[config.mk]
export PLATFORM = sky130hd
export DESIGN_NAME = fetch_decode_queue
export DESIGN_NICKNAME = d
export VERILOG_FILES = /design/src/rtl/fetch_pkg.sv /design/src/rtl/fdq_mem.sv /design/src/rtl/fetch_decode_queue.sv
export SDC_FILE = /design/constraint.sdc
export NUM_CORES = 1
export LEC_CHECK = 0
export ABC_AREA = 1
export ABC_CLOCK_PERIOD_IN_PS = 11100
export BUFFER_PORTS_ARGS = -buffer_cell sky130_fd_sc_hd__clkbuf_2
export CAP_MARGIN = 20
export CORE_ASPECT_RATIO = 1.2
export CORE_MARGIN = 10
export CORE_UTILIZATION = 42
export CTS_BUF_LIST = sky130_fd_sc_hd__clkbuf_4 sky130_fd_sc_hd__clkbuf_8
export DETAILED_ROUTE_END_ITERATION = 6
export SLEW_MARGIN = 25
export SYNTH_ARGS = -nofsm -noshare
export SYNTH_HDL_FRONTEND = slang
export SYNTH_HIERARCHICAL = 1
export SYNTH_SLANG_ARGS = --single-unit
[constraint.sdc]
create_clock -name clock -period 11.1 [get_ports clock]
set_input_delay 2.22 -clock clock [delete_from_list [all_inputs] [get_ports clock]]
set_output_delay 2.22 -clock clock [all_outputs]
set_load 0.02 [all_outputs]
[src/rtl/fetch_pkg.sv]
// rtl/fetch_pkg.sv - shared fetch/decode types and widths
// Purpose: common field width and entry record used by fetch, the fetch/decode
//          queue and decode.
// Contents: W_data_arh (field width), fetch_entry_t {instruct, pc, spec}.
package fetch_pkg;

  localparam int W_data_arh = 32;

  typedef struct packed {
    logic [W_data_arh-1:0] instruct;
    logic [W_data_arh-1:0] pc;
    logic [W_data_arh-1:0] spec;
  } fetch_entry_t;

endpackage

[src/rtl/fdq_mem.sv]
// rtl/fdq_mem.sv - fetch/decode queue storage array
// Purpose: DEPTH x fetch_entry_t register array, one synchronous write port and
//          one asynchronous read port. Contents are not reset.
// Ports:
//   clock    in  rising-edge clock
//   wr_en    in  write strobe
//   wr_addr  in  write index
//   wr_data  in  entry to store
//   rd_addr  in  read index
//   rd_data  out entry at rd_addr (combinational)
module fdq_mem
  import fetch_pkg::*;
#(
  parameter int DEPTH = 4,
  localparam int W_ptr = $clog2(DEPTH)
) (
  input  logic               clock,
  input  logic               wr_en,
  input  logic [W_ptr-1:0]   wr_addr,
  input  fetch_entry_t       wr_data,
  input  logic [W_ptr-1:0]   rd_addr,
  output fetch_entry_t       rd_data
);

  fetch_entry_t mem [DEPTH];

  always_ff @(posedge clock) begin
    if (wr_en) begin
      mem[wr_addr] <= wr_data;
    end
  end

  assign rd_data = mem[rd_addr];

endmodule

[src/rtl/fetch_decode_queue.sv]
// rtl/fetch_decode_queue.sv - instruction buffer between fetch and decode
// Purpose: captures {instruct, pc, spec} from fetch, holds up to DEPTH entries in
//          FIFO order, presents the oldest to decode with valid/ready, back-pressures
//          fetch when full, and flushes on clear.
// Optional feature: define FDQ_BYPASS_EN for a zero-latency path from in_* to out_*
//          while the queue is empty.
// Ports:
//   clock, reset_n                       clock, async active-low reset
//   clear                                synchronous flush
//   in_valid, in_instruct, in_pc, in_spec  entry from fetch
//   stall_fetch                          queue full, fetch must hold
//   out_valid, out_instruct, out_pc, out_spec  head entry to decode
//   out_ready                            decode accepts head
//   count                                occupancy 0..DEPTH
module fetch_decode_queue
  import fetch_pkg::*;
#(
  parameter int DEPTH = 4,
  localparam int W_ptr = $clog2(DEPTH)
) (
  input  logic                  clock,
  input  logic                  reset_n,
  input  logic                  clear,
  input  logic                  in_valid,
  input  logic [W_data_arh-1:0] in_instruct,
  input  logic [W_data_arh-1:0] in_pc,
  input  logic [W_data_arh-1:0] in_spec,
  output logic                  stall_fetch,
  output logic                  out_valid,
  output logic [W_data_arh-1:0] out_instruct,
  output logic [W_data_arh-1:0] out_pc,
  output logic [W_data_arh-1:0] out_spec,
  input  logic                  out_ready,
  output logic [W_ptr:0]        count
);

  logic [W_ptr-1:0] wr_ptr;
  logic [W_ptr-1:0] rd_ptr;
  logic [W_ptr:0]   count_q;
  logic             full;
  logic             empty;
  logic             bypass;
  logic             push;
  logic             wr_en;
  logic             pop_mem;
  fetch_entry_t     in_entry;
  fetch_entry_t     head;
  fetch_entry_t     out_entry;

  assign in_entry = '{instruct: in_instruct, pc: in_pc, spec: in_spec};

  // Full/empty come from the registered count only, so stall has no path from out_ready.
  assign full  = (count_q == (W_ptr + 1)'(DEPTH));
  assign empty = (count_q == '0);

`ifdef FDQ_BYPASS_EN
  assign bypass = empty & in_valid & ~clear;
`else
  assign bypass = 1'b0;
`endif

  assign push    = in_valid & ~full & ~clear;
  // A bypassed entry that decode takes immediately never lands in storage.
  assign wr_en   = push & ~(bypass & out_ready);
  assign pop_mem = ~empty & out_ready & ~clear;

  fdq_mem #(.DEPTH(DEPTH)) u_mem (
    .clock   (clock),
    .wr_en   (wr_en),
    .wr_addr (wr_ptr),
    .wr_data (in_entry),
    .rd_addr (rd_ptr),
    .rd_data (head)
  );

  always_comb begin
    out_entry = '0;
    if (bypass) begin
      out_entry = in_entry;
    end else if (!empty) begin
      out_entry = head;
    end
  end

  assign out_valid    = ~empty | bypass;
  assign out_instruct = out_entry.instruct;
  assign out_pc       = out_entry.pc;
  assign out_spec     = out_entry.spec;
  assign stall_fetch  = full;
  assign count        = count_q;

  always_ff @(posedge clock or negedge reset_n) begin
    if (!reset_n) begin
      wr_ptr  <= '0;
      rd_ptr  <= '0;
      count_q <= '0;
    end else if (clear) begin
      wr_ptr  <= '0;
      rd_ptr  <= '0;
      count_q <= '0;
    end else begin
      if (wr_en) begin
        wr_ptr <= wr_ptr + W_ptr'(1);
      end
      if (pop_mem) begin
        rd_ptr <= rd_ptr + W_ptr'(1);
      end
      case ({wr_en, pop_mem})
        2'b10:   count_q <= count_q + (W_ptr + 1)'(1);
        2'b01:   count_q <= count_q - (W_ptr + 1)'(1);
        default: count_q <= count_q;
      endcase
    end
  end

endmodule

==> run_results.csv <==
group,metric,value,unit
clocking,cts.sinks,391,
synth,syn_area_per_cell,9.77,µm²
global_routing,grt_pass1_vias,11700,
cells_and_area,nets,2084,
floorplanning,row_count,81,
routing,vias_per_cell,4.54,
routing,vias,11700,
clocking,cts_setup_buffers,0,
timing,setup_tns,0,ps
routing,drt_first_pass_iters,5,
timing,hold_viol,0,
hold_path,hold_class,"flip-flop to flip-flop",
clocking,path_clk_slew,60,ps
clocking,cts_buffers,67,
timing,fin_hold_ws,604,ps
global_routing,grt_usage,0.159,
clocking,cts_tree,"yes",
critical_path,worstSetupPathType,"flip-flop to primary output",
pwr,power_density,217,nW/µm²
synth,seq_area_frac_synth,0.676,
outcome,outcome,"finished clean",
timing,timing.final.setup_violations,0,
floorplanning,coreArea,40700,µm²
critical_path,max_stage_delay,840,ps
routing,wl_per_cell,15.5,µm
synth,syn-num-nets,1873,
synth,synth_top_area_cell,"edfxtp_1",
routing,ant_nets,0,
critical_path,cp.buffers_inverters,4,
placement,io_buffer_count,201,
synth,ys_seq_elements,391,
clocking,ctsResizeCount,0,
global_routing,grt_max_degree,99,
pwr,peakVddDrop,0.134,mV
synth,synthTopCellsByArea,"edfxtp_1 67%, nand2_1 11%, inv_1 11%",
job,drv_cap,0,
timing,rsz0062_at_grt,"false",
timing,finalCritPeriodShare,0.536,
floorplanning,die_area,49800,µm²
cells_and_area,layout_common_cells,"495 x nand2_1, 489 x inv_1, 384 x edfxtp_1",
cells_and_area,drive_above_1_share,0.165,
clocking,h-tree-depth,3,
critical_path,startpoint_type,"flip-flop",
clocking,cts-hold-fix-buffers,0,
floorplanning,die_h,242,µm
clocking,clockBufferDepth,3,
synth,synth_area,17300,µm²
placement,dpl.cell_count,2452,
timing,slew_headroom,0.345,
timing,min_period,5950,ps
routing,drc,0,
synth,synthDistinctLibCells,21,
routing,drt_iter0_drc,566,
critical_path,required,8880,ps
floorplanning,io_pins,202,
routing,wl,39800,µm
critical_path,path_cells,"buf_4 -> buf_4 -> nand2_1 -> nand3_1 -> nand2_1 -> inv_1 -> nor2_1 -> clkbuf_2",
global_routing,antenna_found_initial,3,
critical_path,path_delay_family,"buffers and inverters",
cells_and_area,final_common_cell,"nand2_1",
timing,worstMarginPinSlew,982,ps
critical_path,cp_slowest_cell,"buf_4",
cells_and_area,num_antenna_cells,0,
synth,yosysWarnings,6,
critical_path,critPathCaptureType,"primary output",
timing,finClkSkew,24.1,ps
critical_path,cp_max_fo,82,
critical_path,cp.arrival,3730,ps
floorplanning,die-width,205,µm
cells_and_area,fin_cells,2569,
clocking,clock_latency,610,ps
pwr,leakagePower,9.72,nW
cells_and_area,area_growth,15.9,%
placement,dp.final_hpwl,23000,µm
global_routing,grt_pass1_wl,62300,µm
clocking,ctsRootBufferMaster,"clkbuf_8",
global_routing,gr-total-overflow,0,
floorplanning,start_util,0.425,
placement,globalplace.congestion,0.723,
timing,max_freq,168,MHz
synth,netlist_instances,1771,
timing,slew_viol_final,0,
synth,synth_top_area_frac,0.666,
[final timing paths]
path                                       start                    endpoint  slack, ps  depth (start not counted)
max in group asynchronous                reset_n       rd_ptr[0]$_DFFE_PN0P_       9440                          1
max                        rd_ptr[0]$_DFFE_PN0P_             out_instruct[8]       5150                          8
min in group asynchronous                reset_n       rd_ptr[1]$_DFFE_PN0P_       1470                          1
min                        wr_ptr[1]$_DFFE_PN0P_       wr_ptr[1]$_DFFE_PN0P_        600                          2
max reg2reg                 count[0]$_DFFE_PN0P_  u_mem/mem[2][50]$_DFFE_PP_       8860                          7
min reg2reg                wr_ptr[1]$_DFFE_PN0P_       wr_ptr[1]$_DFFE_PN0P_        600                          2
[cell usage after synthesis, drive strengths merged]
cell	number
buf	62
dfrtp	7
nor3	4
nand3	197
inv	496
clkbuf	11
edfxtp	384
fa	1
nand2	500
o21ai	2
xnor2	1
nor2	103
a21oi	3
[layout make-up]
type,count,area [µm²]
clock buffer,88,1100
clock inverter,29,201
fill,3752,20700
inverter,496,1870
multi-input combinational,811,3380
sequential,391,11700
tap,539,674
timing repair buffer,215,1110
[registers in the layout, summed over array words and instances (netlist names)]
name / cells
count: 3
u_mem/mem: 384
wr_ptr: 2
rd_ptr: 2
[kinds of logic (layout without fill, tap and decap cells)]
| family | after synthesis | after routing | share of synthesized area |
|---|---|---|---|
| buffers and inverters | 569 | 828 | 0.130 |
| AO/OA/AOI/OAI | 5 | 5 | 0.00166 |
| AND/OR/NAND/NOR | 804 | 804 | 0.191 |
| flip-flops | 391 | 391 | 0.676 |
| XOR/XNOR | 1 | 1 | 0.000506 |
| adder cells (fa/ha/maj) | 1 | 1 | 0.00116 |
[layer usage]
metal / track usage / wire [µm] / part of all wire / up-vias
met5: 0 / 20 / 0.00050 / -
met3: 0.0419 / 2550 / 0.064 / 62
li1: - / - / - / 5821
met1: 0.186 / 16600 / 0.42 / 5493
met4: 0.0585 / 757 / 0.019 / 2
met2: 0.275 / 19900 / 0.50 / 277
[power breakdown]
group | internal [mW] | switching [mW]
Combinational | 0.366 | 0.983
Clock | 0.715 | 0.548
Sequential | 1.70 | 0.0472
[stage by stage]
stage / instance area [µm²] / power (mW) / util / worst slack (ps)
after floorplan: 17300 / 2.71 / - / 1510
after global placement: 18700 / 3.14 / 0.460 / 5770
after detailed placement: 18700 / 3.16 / 0.460 / 5730
after CTS: 20100 / 4.44 / 0.492 / 5070
after global routing: 20100 / 4.63 / 0.492 / 4860
final: 20100 / 4.36 / 0.492 / 5150
[worst min-delay path: stages (launching register included)]
cell     delay (ps)
dfrtp_1         420
inv_1            90
a21oi_1          60
Note: power is estimated with default switching activity, not from simulation.
